$ cat src/rtl/gnr_sweep_sched_if.sv
// Port bundle for gnr_sweep_sched: host controls, node-array controls and
// the result record port. The master modport is the scheduler side.
//
// Result handshake: a record transfers on a rising clk edge where
// result_valid and result_ready are both high; while result_valid is high
// and result_ready is low, result_init/result_steps/result_period hold
// their values and the scheduler does not advance.
interface gnr_sweep_sched_if #(
    parameter int NUM_NODES = 8,
    parameter int ITER_W    = 16
);
    logic                 start;
    logic [NUM_NODES-1:0] init_base;
    logic [ITER_W-1:0]    num_init;
    logic [ITER_W-1:0]    max_iter;
    logic [NUM_NODES-1:0] nodes_state;
    logic                 reset_nos;
    logic [NUM_NODES-1:0] init_state;
    logic                 start_s0;
    logic                 start_s1;
    logic                 result_valid;
    logic                 result_ready;
    logic [NUM_NODES-1:0] result_init;
    logic [ITER_W-1:0]    result_steps;
    logic [1:0]           result_period;
    logic                 busy;
    logic                 done;
    logic [2:0]           state_dbg;

    modport master (
        input  start, init_base, num_init, max_iter, nodes_state, result_ready,
        output reset_nos, init_state, start_s0, start_s1, result_valid,
               result_init, result_steps, result_period, busy, done, state_dbg
    );

    modport slave (
        output start, init_base, num_init, max_iter, nodes_state, result_ready,
        input  reset_nos, init_state, start_s0, start_s1, result_valid,
               result_init, result_steps, result_period, busy, done, state_dbg
    );
endinterface

$ cat src/rtl/gnr_sweep_sched.sv
// Gene-regulatory-network sweep sequencer. Loads each initial state of a
// sweep into the node array, iterates it (PH0/PH1 strobes) until a fixed
// point or the iteration limit, and reports one record per initial state.
// Optional feature macro: GNR_SWEEP_PERIOD2_EN adds period-2 cycle detection.
module gnr_sweep_sched #(
    parameter int NUM_NODES = 8,
    parameter int ITER_W    = 16
) (
    input  logic clk,
    input  logic rst,
    gnr_sweep_sched_if.master bus
);
    typedef enum logic [2:0] {
        IDLE = 3'd0,
        LOAD = 3'd1,
        PH0  = 3'd2,
        PH1  = 3'd3,
        CHK  = 3'd4,
        RES  = 3'd5,
        FIN  = 3'd6
    } state_t;

    state_t               state;
    logic [NUM_NODES-1:0] base_q;
    logic [ITER_W-1:0]    num_q;
    logic [ITER_W-1:0]    max_q;
    logic [ITER_W-1:0]    idx;
    logic [ITER_W-1:0]    steps;
    logic [NUM_NODES-1:0] prev;
`ifdef GNR_SWEEP_PERIOD2_EN
    logic [NUM_NODES-1:0] prev2;
`endif

    logic [ITER_W-1:0]    steps_n;
    logic [ITER_W-1:0]    eff_max;
    logic [ITER_W-1:0]    idx_inc;
    logic [NUM_NODES-1:0] next_init;

    assign bus.state_dbg = state;

    // Helpers: saturating step count, limit with 0 read as 1, next sweep index.
    always_comb begin
        steps_n   = (steps == '1) ? steps : steps + ITER_W'(1);
        eff_max   = (max_q == '0) ? ITER_W'(1) : max_q;
        idx_inc   = idx + ITER_W'(1);
        next_init = base_q + NUM_NODES'(idx_inc);
    end

    // Sequencer FSM; every output is registered and set on entry to its state.
    always_ff @(posedge clk or posedge rst) begin
        if (rst) begin
            state             <= IDLE;
            base_q            <= '0;
            num_q             <= '0;
            max_q             <= '0;
            idx               <= '0;
            steps             <= '0;
            prev              <= '0;
`ifdef GNR_SWEEP_PERIOD2_EN
            prev2             <= '0;
`endif
            bus.reset_nos     <= 1'b0;
            bus.init_state    <= '0;
            bus.start_s0      <= 1'b0;
            bus.start_s1      <= 1'b0;
            bus.result_valid  <= 1'b0;
            bus.result_init   <= '0;
            bus.result_steps  <= '0;
            bus.result_period <= 2'd0;
            bus.busy          <= 1'b0;
            bus.done          <= 1'b0;
        end else begin
            bus.reset_nos <= 1'b0;
            bus.start_s0  <= 1'b0;
            bus.start_s1  <= 1'b0;
            bus.done      <= 1'b0;
            case (state)
                IDLE: begin
                    if (bus.start) begin
                        base_q   <= bus.init_base;
                        num_q    <= bus.num_init;
                        max_q    <= bus.max_iter;
                        idx      <= '0;
                        bus.busy <= 1'b1;
                        if (bus.num_init == '0) begin
                            state    <= FIN;
                            bus.done <= 1'b1;
                        end else begin
                            state          <= LOAD;
                            bus.reset_nos  <= 1'b1;
                            bus.init_state <= bus.init_base;
                        end
                    end
                end
                LOAD: begin
                    prev            <= bus.init_state;
                    steps           <= '0;
                    bus.result_init <= bus.init_state;
                    bus.start_s0    <= 1'b1;
                    state           <= PH0;
                end
                PH0: begin
                    bus.start_s1 <= 1'b1;
                    state        <= PH1;
                end
                PH1: begin
                    state <= CHK;
                end
                CHK: begin
                    steps <= steps_n;
                    if (bus.nodes_state == prev) begin
                        bus.result_period <= 2'd1;
                        bus.result_steps  <= steps_n;
                        bus.result_valid  <= 1'b1;
                        state             <= RES;
`ifdef GNR_SWEEP_PERIOD2_EN
                    end else if (steps_n >= ITER_W'(2) && bus.nodes_state == prev2) begin
                        bus.result_period <= 2'd2;
                        bus.result_steps  <= steps_n;
                        bus.result_valid  <= 1'b1;
                        state             <= RES;
`endif
                    end else if (steps_n >= eff_max) begin
                        bus.result_period <= 2'd0;
                        bus.result_steps  <= steps_n;
                        bus.result_valid  <= 1'b1;
                        state             <= RES;
                    end else begin
`ifdef GNR_SWEEP_PERIOD2_EN
                        prev2 <= prev;
`endif
                        prev         <= bus.nodes_state;
                        bus.start_s0 <= 1'b1;
                        state        <= PH0;
                    end
                end
                RES: begin
                    if (bus.result_ready) begin
                        bus.result_valid <= 1'b0;
                        idx              <= idx_inc;
                        if (idx_inc == num_q) begin
                            state    <= FIN;
                            bus.done <= 1'b1;
                        end else begin
                            state          <= LOAD;
                            bus.reset_nos  <= 1'b1;
                            bus.init_state <= next_init;
                        end
                    end
                end
                FIN: begin
                    bus.busy <= 1'b0;
                    state    <= IDLE;
                end
                default: begin
                    bus.busy <= 1'b0;
                    state    <= IDLE;
                end
            endcase
        end
    end
endmodule

$ cat src/flat_wrapper.sv
// flat-port wrapper written by rule: the top's interface ports become plain ports
module gnr_sweep_sched_flat 
#(
    parameter int NUM_NODES = 8,
    parameter int ITER_W    = 16
)
  (clk, rst, bus_start, bus_init_base, bus_num_init, bus_max_iter, bus_nodes_state, bus_result_ready, bus_reset_nos, bus_init_state, bus_start_s0, bus_start_s1, bus_result_valid, bus_result_init, bus_result_steps, bus_result_period, bus_busy, bus_done, bus_state_dbg);
  gnr_sweep_sched_if #(.NUM_NODES(NUM_NODES), .ITER_W(ITER_W)) bus_i ();
  input  logic clk;
  input  logic rst;
  input wire logic [$bits(bus_i.start)-1:0] bus_start;
  input wire logic [$bits(bus_i.init_base)-1:0] bus_init_base;
  input wire logic [$bits(bus_i.num_init)-1:0] bus_num_init;
  input wire logic [$bits(bus_i.max_iter)-1:0] bus_max_iter;
  input wire logic [$bits(bus_i.nodes_state)-1:0] bus_nodes_state;
  input wire logic [$bits(bus_i.result_ready)-1:0] bus_result_ready;
  output wire logic [$bits(bus_i.reset_nos)-1:0] bus_reset_nos;
  output wire logic [$bits(bus_i.init_state)-1:0] bus_init_state;
  output wire logic [$bits(bus_i.start_s0)-1:0] bus_start_s0;
  output wire logic [$bits(bus_i.start_s1)-1:0] bus_start_s1;
  output wire logic [$bits(bus_i.result_valid)-1:0] bus_result_valid;
  output wire logic [$bits(bus_i.result_init)-1:0] bus_result_init;
  output wire logic [$bits(bus_i.result_steps)-1:0] bus_result_steps;
  output wire logic [$bits(bus_i.result_period)-1:0] bus_result_period;
  output wire logic [$bits(bus_i.busy)-1:0] bus_busy;
  output wire logic [$bits(bus_i.done)-1:0] bus_done;
  output wire logic [$bits(bus_i.state_dbg)-1:0] bus_state_dbg;
  assign bus_i.start = bus_start;
  assign bus_i.init_base = bus_init_base;
  assign bus_i.num_init = bus_num_init;
  assign bus_i.max_iter = bus_max_iter;
  assign bus_i.nodes_state = bus_nodes_state;
  assign bus_i.result_ready = bus_result_ready;
  assign bus_reset_nos = bus_i.reset_nos;
  assign bus_init_state = bus_i.init_state;
  assign bus_start_s0 = bus_i.start_s0;
  assign bus_start_s1 = bus_i.start_s1;
  assign bus_result_valid = bus_i.result_valid;
  assign bus_result_init = bus_i.result_init;
  assign bus_result_steps = bus_i.result_steps;
  assign bus_result_period = bus_i.result_period;
  assign bus_busy = bus_i.busy;
  assign bus_done = bus_i.done;
  assign bus_state_dbg = bus_i.state_dbg;
  gnr_sweep_sched #(.NUM_NODES(NUM_NODES), .ITER_W(ITER_W)) u_core (.clk(clk), .rst(rst), .bus(bus_i));
endmodule
$ cat config.mk
export PLATFORM = sky130hd
export DESIGN_NAME = gnr_sweep_sched_flat
export DESIGN_NICKNAME = d
export VERILOG_FILES = /design/src/rtl/gnr_sweep_sched_if.sv /design/src/rtl/gnr_sweep_sched.sv /design/src/flat_wrapper.sv
export SDC_FILE = /design/constraint.sdc
export NUM_CORES = 1
export LEC_CHECK = 0
export CAP_MARGIN = 40
export CORE_MARGIN = 4
export CORE_UTILIZATION = 45
export DETAILED_ROUTE_END_ITERATION = 6
export GPL_TIMING_DRIVEN = 0
export PLACE_DENSITY_LB_ADDON = 0.1
export SETUP_SLACK_MARGIN = 0.2
export SYNTH_ARGS = -nofsm -noshare
export SYNTH_HDL_FRONTEND = slang
export SYNTH_SLANG_ARGS = --single-unit
$ cat constraint.sdc
create_clock -name clk -period 8.7 [get_ports clk]
set_input_delay 2.175 -clock clk [delete_from_list [all_inputs] [get_ports clk]]
set_output_delay 2.175 -clock clk [all_outputs]
set_load 0.02 [all_outputs]
* Yosys cells after proc, flatten, opt, wreduce, memory -nomap -nowiden
Index checks and enable logic that the tools add are counted.
** Word-level totals
- Register bits after elaboration :: 123
- Bits of input ports :: 52
- Output and inout bits :: 43
- Word-level logic and storage cells :: 98
** Cells by class
- Add/subtract/negate cells :: 3
- Order comparisons :: 1
- Equal/unequal tests :: 15
- Mux-type cells :: 45
- Bitwise logic cells :: 1
- Reduce and logical (&&, ||, !) cells :: 16
** Operator list (count)
- 16-bit two-way mux :: 6
- 16-bit one-hot mux with 2 select lines :: 2
- 8-bit two-way mux :: 6
- 16-bit by 1-bit adder with 16-bit output, second input constant :: 2
- 16-bit logical NOT :: 2
- 8-bit one-hot mux with 2 select lines :: 2
- 3-bit two-way mux :: 6
- 3-bit one-hot mux with 6 select lines :: 1
- 16-bit == test :: 1
- 16-bit == test, second input constant :: 1
- 16-bit >= comparator :: 1
- 1-bit two-way mux :: 15
- 2-bit != test, second input constant :: 6
- 1-bit one-hot mux with 2 select lines :: 5
- 3-bit AND reduction :: 3
- 8-bit adder :: 1
- 8-bit == test :: 1
- 2-bit AND reduction :: 4
- 2-bit nonzero test :: 4
- 3-bit by 2-bit == test with 1-bit output, second input constant :: 2
- 3-bit == test, second input constant :: 2
- 5-bit AND reduction :: 1
- 5-bit OR reduction :: 1
- 2-bit two-way mux :: 2
- other kinds (4) :: 4

* Depth between registers and ports, before layout
Gate-level depths: netlist (run 1).
- Word-level depth :: 6
- Gate-level depth with buffers :: 17
- Mapped depth without buffers :: 14

* Worst setup path before layout (run 1)
No wires, ideal clock.
- Path kind :: input port to flip-flop
- Start point :: input bus_nodes_state[1]
- End point :: register u_core.bus.result_steps[5] (netlist bit)
- Setup time :: 125 ps
- Arrival time :: 3898 ps
- Setup slack :: 4678 ps
- Stages on the path :: 8
- Path through :: xor2_1 -> nor4_1 -> a221oi_1 -> o211ai_1 -> and2_1 -> clkbuf_1 -> buf_2 -> mux2_2
** On the way
- Word-level cells in the longest chain between the ends :: 3
- Elaborated cells on any way between the ends :: 4
- Those cells by class :: eq/ne (1); mux (1); reduce/logical (2)
** Ends and longest elaborated chain
- start, declared :: RTL line flat_wrapper.sv:15 : input wire logic [$bits(bus_i.nodes_state)-1:0] bus_nodes_state;
- 8-bit == test (*) :: RTL line gnr_sweep_sched.sv:111 : if (bus.nodes_state == prev) begin
- 2-bit nonzero test (no source line)
- 2-bit AND reduction (no source line)
- end signal, assigned :: RTL line gnr_sweep_sched.sv:113 : bus.result_steps <= steps_n;
- end signal, assigned :: RTL line gnr_sweep_sched.sv:125 : bus.result_steps <= steps_n;
- end, declared :: RTL line gnr_sweep_sched_if.sv:33 : result_init, result_steps, result_period, busy, done, state_dbg
Every way passes the cells marked *; elsewhere a longest branch is shown, timed or not.
A chain may end at the register's enable or synchronous reset.

* Final worst setup path (run 1)
- Start point :: input bus_nodes_state[7]
- End point :: register u_core.bus.result_steps[5] (netlist bit)
Same word-level chain as after synthesis.

==> flow_summary.json, run 1 <==
{
  "antenna_found_initial": 0,
  "ys_top_cells_by_area": "dfrtp_1 44%, mux2_2 7.6%, nand2_1 5.7%",
  "area_delta_synth_final_pct": 25.54,
  "layoutNonFillerInstCount": 1031,
  "die-area_um2": 17530,
  "vias": 5787,
  "synth.most_common_cell": "dfrtp_1",
  "internal_power_uw": 1647,
  "drt_wl_total_mm": 17.87,
  "initial_core_util_pct": 45.82,
  "yosysWarnings": 0,
  "cp-end-kind": "flop",
  "cts.sinks": 122,
  "numCtsBuffers": 17,
  "drt_iter0_markers": 365,
  "nFillCells": 1363,
  "p_sw_share_pct": 35.02,
  "grt_pass1_wl_mm": 29.66,
  "maxSlewHeadroom_pct": 46.14,
  "total_power_uw": 2535,
  "cts_max_level": 4,
  "status": "complete, no violations",
  "clkTransAtPathRegs_ps": 60,
  "setup_viol": 0,
  "synthCells": 718,
  "critPathMaxFanout": 10,
  "grt_pass1_vias": 5697,
  "setup_tns_ps": 0,
  "min_path_type": "reg -> reg",
  "routed_via_density": 5.613,
  "clk-insertion-delay-late_ps": 420,
  "worstMarginPinSlew_ps": 801.7,
  "post-place-ws_ps": 3396,
  "worst_slack_ps": 3834,
  "final_hold_viol_count": 0,
  "crit_required_ps": 9010,
  "root_buffer": "clkbuf_16",
  "critPathKind": "in -> reg",
  "yosysSeqAreaShare_pct": 43.83,
  "finalCritPeriodShare_pct": 55.93,
  "io_pins": 95,
  "die_w_um": 132.4,
  "async_flop_share_pct": 100.0,
  "layout-drive-gt1-share_pct": 12.34,
  "synth-edff-count": 0,
  "register_area_um2": 3053,
  "diodes": 0,
  "p_leak_uw": 0.003925,
  "drtAntennaViolNets": 0,
  "worstSetupStartpointType": "input pin",
  "critPathArrivalTime_ps": 5170,
  "cts_resized": 0,
  "vdd_ir_drop_max_mv": 0.1651,
  "rsz0062_at_grt": "false",
  "synth_area_per_cell_um2": 9.701,
  "syn-num-nets": 796,
  "synth_flop_cell": "dfrtp_1",
  "clockBufferDepth": 2,
  "skew_ps": 8.959,
  "dp_cells": 1000,
  "grt_usage_pct": 21.11,
  "fin_crit_ps": 4866,
  "num_rows": 45,
  "p_comb_share_pct": 38.2,
  "fin_hold_ws_ps": 467.4,
  "syn_area_um2": 6965,
  "synth.distinct_cells": 67,
  "drc": 0,
  "yosys-top-cells-count": "122 x dfrtp_1, 106 x nand2_1, 49 x o21ai_0",
  "hpwl_mm": 13.57,
  "ys_ff_latch": 122,
  "coreArea_um2": 15200,
  "p_sw_uw": 887.9,
  "synth_top_area_cell": "dfrtp_1",
  "port-buffer-count": 92,
  "die_h_um": 132.4,
  "grt_start_max_net_pins": 84,
  "synth_top_area_share_pct": 43.83,
  "pwr-share-clk_pct": 27.4,
  "ctsHoldBuffers": 0,
  "multi_input_area_um2": 3602,
  "max_cap_viol_count": 0,
  "nets": 909,
  "drv_slew": 0,
  "fmax_mhz": 205.5,
  "cts_tree": "done",
  "first_pass_iters": 4,
  "grt_overflow_total": 0,
  "gp_congestion": 0.8915,
  "pwr-share-seq_pct": 34.4,
  "wl_per_cell_um": 17.33,
  "cts_setup_buffers": 0,
  "p_per_area_nw_per_um2": 289.9
}
## registers in the layout (all words and copies together) (netlist names), 3 cells and up
signal	count
u_core.bus.result_init	8
u_core.idx	16
u_core.base_q	8
u_core.bus.init_state	8
u_core.prev	8
u_core.bus.state_dbg	3
u_core.max_q	16
u_core.bus.result_steps	16
u_core.steps	16
u_core.num_q	16
## power by group through the flow
stage          Clock [uW]  Sequential, uW  Combinational (uW)
2_1_floorplan           0             908                 611
3_3_place_gp            0             872                 947
3_5_place_dp            0             882                 971
4_1_cts               704             873                 977
5_1_grt               735             898                1080
6_report              694             871                 969
## path summary, 6_finish.rpt
path	start	endpoint	slack [ps]	depth (start not counted)
max in group asynchronous	rst	u_core.prev[1]$_DFFE_PP0P_	5820	3
min reg2reg	u_core.bus.result_steps[10]$_DFFE_PP0P_	u_core.bus.result_steps[10]$_DFFE_PP0P_	470	2
min	u_core.bus.result_steps[10]$_DFFE_PP0P_	u_core.bus.result_steps[10]$_DFFE_PP0P_	470	2
max reg2reg	u_core.steps[4]$_DFFE_PP0P_	u_core.bus.result_steps[5]$_DFFE_PP0P_	4060	16
min in group asynchronous	rst	u_core.max_q[11]$_DFFE_PP0P_	2150	2
max	bus_nodes_state[7]	u_core.bus.result_steps[5]$_DFFE_PP0P_	3830	9
## cell families after synthesis
kind of cell | synth area share (%)
adders and majority gates | 4.778
muxes | 9.035
xor gates and xnor gates | 6.341
AOI/OAI and AO/OA | 13.87
DFF | 43.83
buffers and inverters | 4.455
and+or+nand+nor | 17.64
other | 0.05384
## cells in the final DEF (no fill, tap or decap), types with 9 or more instances in the layout
cell and n:
a21oi_1 18, a22o_1 12, a31oi_1 9, buf_2 9, clkbuf_1 28, clkbuf_16 17
clkdlybuf4s50_1 92, dfrtp_1 122, ha_1 25, inv_1 33, mux2_2 47, mux2i_1 10
nand2_1 106, nand3_1 31, nand4_1 12, nor2_1 34, nor4_1 11, o21ai_0 49
xnor2_1 20, xor2_1 20
## stage by stage
stage	util (%)	area, um2
detailed placement	53.70	8164
CTS	57.52	8745
global route	57.52	8745
finish	57.52	8745
global placement	53.42	8122
floorplan	-	6965
## worst max-delay path, stage by stage
cell and delay (ps):
clkdlybuf4s50_1 450, xor2_1 160, nor4_1 670, a221oi_1 210
o211ai_1 280, and2_1 190, clkbuf_1 340, buf_2 320
mux2_2 360
## final cells by class
| type | count | area share (%) |
|---|---|---|
| clock buffer | 23 | 5.580 |
| clock inverter | 8 | 1.059 |
| inverter | 34 | 1.517 |
| sequential | 122 | 34.91 |
| buffer | 41 | 2.089 |
| tap | 188 | 2.690 |
| timing repair buffer | 94 | 10.96 |
| multi-input combinational | 521 | 41.19 |
## layer usage
layer  wire length, um  global-route usage (%)  vias to the layer above
li1                  -                       -                     2809
met1              8422                   29.43                     2801
met2              8418                   33.18                      160
met3               859                   4.791                       17
met4               167                   6.120                        0
met5                 0                       0                        -
No activity file was read; power rests on OpenSTA's default activity.
==> run 2: changes to the inputs <==
==> constraint.sdc (replaced) <==
create_clock -name clk -period 4.7 [get_ports clk]
set_input_delay 1.175 -clock clk [delete_from_list [all_inputs] [get_ports clk]]
set_output_delay 1.175 -clock clk [all_outputs]
set_load 0.02 [all_outputs]
==> flow_summary.json, run 2 (synthesis gave the netlist of run 1 again) <==
{
  "status": "complete, no violations",
  "r2r_setup_slack_ps": 610,
  "rr_endpoint": "u_core.bus.result_steps[5]$_DFFE_PP0P_",
  "wl_per_cell_um": 17.36,
  "p_comb_share_pct": 38.3,
  "layout-drive-gt1-share_pct": 12.90,
  "critPathArrivalTime_ps": 4400,
  "die_h_um": 132.4,
  "timing.rr.start": "u_core.steps[4]$_DFFE_PP0P_",
  "cts.sinks": 122,
  "pwr-share-seq_pct": 34.3,
  "layoutNonFillerInstCount": 1033,
  "p_leak_uw": 0.003956,
  "root_buffer": "clkbuf_16",
  "worstMarginPinSlew_ps": 767.5,
  "area_delta_synth_final_pct": 25.97,
  "max_cap_viol_count": 0,
  "layout_common_cells": "122 x dfrtp_1, 106 x nand2_1, 92 x clkdlybuf4s50_1",
  "initial_core_util_pct": 45.82,
  "internal_power_uw": 3051,
  "final_hold_viol_count": 0,
  "hold_start": "u_core.bus.result_steps[10]$_DFFE_PP0P_",
  "rsz0062_at_grt": "false",
  "die-area_um2": 17530,
  "vias": 5810,
  "crit_required_ps": 5010,
  "grt_use_met2_pct": 33.18,
  "cp-end-kind": "flop",
  "clockBufferDepth": 2,
  "antenna_found_initial": 0,
  "p_sw_share_pct": 35.03,
  "coreArea_um2": 15200,
  "ctsHoldBuffers": 0,
  "min_path_type": "reg -> reg",
  "first_pass_iters": 6,
  "drt_wl_total_mm": 17.93,
  "drt_iter0_markers": 372,
  "routed_via_density": 5.624,
  "use_met1_pct": 29.43,
  "port-buffer-count": 92,
  "io_pins": 95,
  "skew_ps": 8.485,
  "dp_cells": 1000,
  "diodes": 0,
  "hpwl_mm": 13.57,
  "whs_path_depth": 2,
  "grt_start_max_net_pins": 84,
  "final_common_cell": "dfrtp_1",
  "use_met3_pct": 4.791,
  "critPathKind": "reg -> reg",
  "drc": 0,
  "num_rows": 45,
  "cts_tree": "done",
  "drv_slew": 0,
  "grt_usage_pct": 21.11,
  "numCtsBuffers": 17,
  "vdd_ir_drop_max_mv": 0.3072,
  "grt_pass1_vias": 5697,
  "gp_congestion": 0.8915,
  "fmax_mhz": 244.2,
  "hold_end": "u_core.bus.result_steps[10]$_DFFE_PP0P_",
  "cts_max_level": 4,
  "nets": 911,
  "worstSetupStartpointType": "flop",
  "grt_pass1_wl_mm": 29.66,
  "p_per_area_nw_per_um2": 535.2,
  "grt_overflow_total": 0,
  "drtAntennaViolNets": 0,
  "clkTransAtPathRegs_ps": 60,
  "maxSlewHeadroom_pct": 48.36,
  "busiest_layer": "met2",
  "critPathMaxFanout": 10,
  "pwr-share-clk_pct": 27.3,
  "fin_crit_ps": 4095,
  "total_power_uw": 4696,
  "finalCritPeriodShare_pct": 87.13,
  "p_sw_uw": 1645,
  "clk-insertion-delay-late_ps": 420,
  "die_w_um": 132.4,
  "r2r_cells": 16,
  "setup_viol": 0
}
-- run 2: cell types whose count changed in the layout (fill, tap and decap cells not counted), sizes merged --
| cell | before | now |
|---|---|---|
| buf | 14 | 16 |
-- run 2: power groups by stage --
stage | combinational [uW] | sequential, uW | clock, uW
CTS | 1810 | 1620 | 1300
detailed placement | 1800 | 1630 | 0
floorplan | 1130 | 1680 | 0
global placement | 1750 | 1610 | 0
finish | 1800 | 1610 | 1280
global route | 1990 | 1660 | 1360
-- run 2: worst max path at each step --
stage	startpoint	endpoint	slack, ps	depth (start not counted)
after global placement	rst	u_core.base_q[1]$_DFFE_PP0P_	-1490	2
after floorplan	rst	u_core.base_q[0]$_DFFE_PP0P_	280	1
after CTS	u_core.steps[4]$_DFFE_PP0P_	u_core.bus.result_steps[5]$_DFFE_PP0P_	370	16
after global routing	u_core.steps[4]$_DFFE_PP0P_	u_core.bus.result_steps[5]$_DFFE_PP0P_	310	16
final	u_core.steps[4]$_DFFE_PP0P_	u_core.bus.result_steps[5]$_DFFE_PP0P_	610	16
after detailed placement	u_core.steps[4]$_DFFE_PP0P_	u_core.bus.result_steps[5]$_DFFE_PP0P_	60	16
-- run 2: final cells by class --
type	instances	area, um2
Timing Repair Buffer	96	973.4
Fill cell	1356	6427
Sequential cell	122	3053
Tap cell	188	235.2
Buffer	41	183.9
Multi-Input combinational cell	521	3616
Clock buffer	23	488.0
Inverter	34	132.6
Clock inverter	8	92.59
-- run 2: what timing repair did --
item	in CTS	in global routing
gates resized for setup	1	4
pin swaps	0	1
setup buffers	0	2
setup endpoints to repair	10	11
-- run 2: worst max-delay path, cell delays in order (launching register included) --
cell,delay (ps)
dfrtp_1,320
clkbuf_2,180
and4_1,260
nand4_1,220
nor2_1,240
and3_1,200
mux2i_1,300
inv_1,120
ha_1,320
nand3_1,110
nor2_1,110
o2111ai_1,140
o211ai_1,430
and2_1,190
clkbuf_2,210
buf_2,270
mux2_2,360
-- run 2: routing by layer --
metal,routed length (um),share of wire (%)
met1,8436,47
met5,0,0
met3,877,4.9
met4,229,1.3
met2,8388,47
-- run 2: metrics by stage --
step | setup TNS [ps] | cell area (um2) | utilization, % | worst slack, ps | hold slack (ps)
6_report | 0 | 8775 | 57.72 | 605.1 | 467.5
3_5_place_dp | 0 | 8164 | 53.70 | 57.97 | 462.4
4_1_cts | 0 | 8750 | 57.56 | 366.6 | 475.9
2_1_floorplan | 0 | 6965 | - | 282.5 | 465.5
3_3_place_gp | -180980 | 8122 | 53.42 | -1494 | 459.6
5_1_grt | 0 | 8775 | 57.72 | 306.3 | 510.8
==> run 3: changes to the inputs <==
--- a/config.mk
+++ b/config.mk
@@ -6,8 +6,10 @@
 export NUM_CORES = 1
 export LEC_CHECK = 0
 export CAP_MARGIN = 40
+export CELL_PAD_IN_SITES_DETAIL_PLACEMENT = 2
+export CELL_PAD_IN_SITES_GLOBAL_PLACEMENT = 2
 export CORE_MARGIN = 4
-export CORE_UTILIZATION = 45
+export CORE_UTILIZATION = 35
 export DETAILED_ROUTE_END_ITERATION = 6
 export GPL_TIMING_DRIVEN = 0
 export PLACE_DENSITY_LB_ADDON = 0.1
==> flow_summary.json, run 3 (synthesis gave the netlist of run 1 again) <==
{
  "fmax_mhz": 238.6,
  "layout-drive-gt1-share_pct": 12.88,
  "cts_tree": "done",
  "final_common_cell": "dfrtp_1",
  "cp-end-kind": "flop",
  "grt_pass1_vias": 6739,
  "worstSetupStartpointType": "flop",
  "num_rows": 51,
  "root_buffer": "clkbuf_16",
  "fin_crit_ps": 4192,
  "placed_area_um2": 8260,
  "post-place-ws_ps": -245.9,
  "critPathMaxFanout": 10,
  "final_area_um2": 8897,
  "total_power_uw": 4899,
  "clkTransAtPathRegs_ps": 60,
  "port-buffer-count": 92,
  "area_delta_synth_final_pct": 27.73,
  "vdd_ir_drop_max_mv": 0.2781,
  "crit_required_ps": 5020,
  "ctsHoldBuffers": 0,
  "clk-insertion-delay-late_ps": 430,
  "worstMarginPinSlew_ps": 845.1,
  "finalCoreUtilization_pct": 45.57,
  "critPathArrivalTime_ps": 4510,
  "max_cap_viol_count": 0,
  "die-area_um2": 22220,
  "gp_congestion": 0.8114,
  "clockBufferDepth": 2,
  "grt_overflow_total": 0,
  "antenna_found_initial": 0,
  "drt_wl_total_mm": 24.03,
  "hpwl_mm": 17.86,
  "drtAntennaViolNets": 0,
  "min_path_type": "reg -> reg",
  "grt_start_max_net_pins": 80,
  "initial_core_util_pct": 35.67,
  "wl_per_cell_um": 21.63,
  "grt_pass1_wl_mm": 38.37,
  "cts_max_level": 4,
  "drc": 0,
  "critPathKind": "reg -> reg",
  "maxSlewHeadroom_pct": 43.14,
  "layout_common_cells": "122 x dfrtp_1, 106 x nand2_1, 92 x clkdlybuf4s50_1",
  "skew_ps": 9.081,
  "vias": 6057,
  "nets": 913,
  "status": "complete, no violations",
  "die_h_um": 149.1,
  "setup_viol": 0,
  "coreArea_um2": 19530,
  "final_hold_viol_count": 0,
  "drt_iter0_markers": 258,
  "cts.sinks": 122,
  "grt_usage_pct": 22.32,
  "die_w_um": 149.1,
  "worst_slack_ps": 508.3,
  "diodes": 0,
  "first_pass_iters": 4,
  "finalCritPeriodShare_pct": 89.18,
  "numCtsBuffers": 17,
  "io_pins": 95,
  "routed_via_density": 5.452,
  "p_leak_uw": 0.003967,
  "p_per_area_nw_per_um2": 550.6,
  "drv_slew": 0,
  "rsz0062_at_grt": "false"
}
==> run 3: cell types whose count changed in the layout (fill, tap and decap cells not counted) <==
cell	previous run	this run
clkbuf_1	27	28
xnor2_2	0	1
clkinv_2	5	3
clkbuf_8	4	2
buf_4	4	6
nor2_1	33	34
xnor2_1	20	19
clkinvlp_4	1	2
clkbuf_4	0	1
buf_2	9	8
bufinv_16	2	3
nor2_2	1	0
==> run 3: worst paths after layout <==
path	start	endpoint	slack, ps	depth (start not counted)
max in group asynchronous	rst	u_core.bus.result_init[5]$_DFFE_PP0P_	2710	3
hold / removal	u_core.bus.result_steps[10]$_DFFE_PP0P_	u_core.bus.result_steps[10]$_DFFE_PP0P_	480	2
hold reg to reg	u_core.bus.result_steps[10]$_DFFE_PP0P_	u_core.bus.result_steps[10]$_DFFE_PP0P_	480	2
min in group asynchronous	rst	u_core.max_q[6]$_DFFE_PP0P_	1280	2
setup / recovery	u_core.steps[4]$_DFFE_PP0P_	u_core.bus.result_steps[6]$_DFFE_PP0P_	510	16
setup reg to reg	u_core.steps[4]$_DFFE_PP0P_	u_core.bus.result_steps[6]$_DFFE_PP0P_	510	16
==> run 3: repair_timing <==
action / CTS / global route
gates resized for setup: 3 / 2
setup buffers: 2 / 1
setup endpoints to repair: 26 / 3
pin swaps: 1 / 1
==> run 3: routing by layer <==
layer | up-vias | part of all wire, % | track usage, % | routed length, um
met5 | - | 0 | 0 | 0
met4 | 0 | 1.1 | 5.263 | 255
met3 | 21 | 2.7 | 4.011 | 649
met2 | 100 | 51 | 39.62 | 12360
met1 | 3136 | 45 | 28.29 | 10770
li1 | 2800 | - | - | -
==> run 3: area by class of cell <==
class                           instances  area (um2)
Clock buffer                           22       464.2
Inverter                               34       132.6
Fill cell                            2108       10630
Buffer                                 41       186.4
Sequential cell                       122        3053
Tap cell                              265       331.6
Timing Repair Buffer                   98       988.4
Multi-Input combinational cell        521        3621
Clock inverter                          8       120.1
==> run 3: where the power goes <==
group	internal, uW	switching [uW]	total (uW)
sequential	1370	260	1630
clock	852	490	1340
combinational	860	1060	1920
==> run 3: per-stage QoR <==
step                TNS (ps)  instances  hold WS (ps)
floorplan                  0        718         465.5
global placement     -217910       1075         460.9
detailed placement     -1873       1077         471.5
finish                     0       1111         477.3
global route               0       1111         515.4
CTS                        0       1109         484.1
==> run 3: critical path, cell delays in order (launching register included) <==
cell,delay [ps]
dfrtp_1,330
clkbuf_2,190
and4_1,290
nand4_1,250
nor2_1,260
and3_1,220
mux2i_1,350
inv_1,140
ha_1,320
nand3_1,120
nor2_1,120
o2111ai_1,130
o211ai_1,350
and2_1,180
clkbuf_2,220
clkbuf_4,270
mux2_2,350
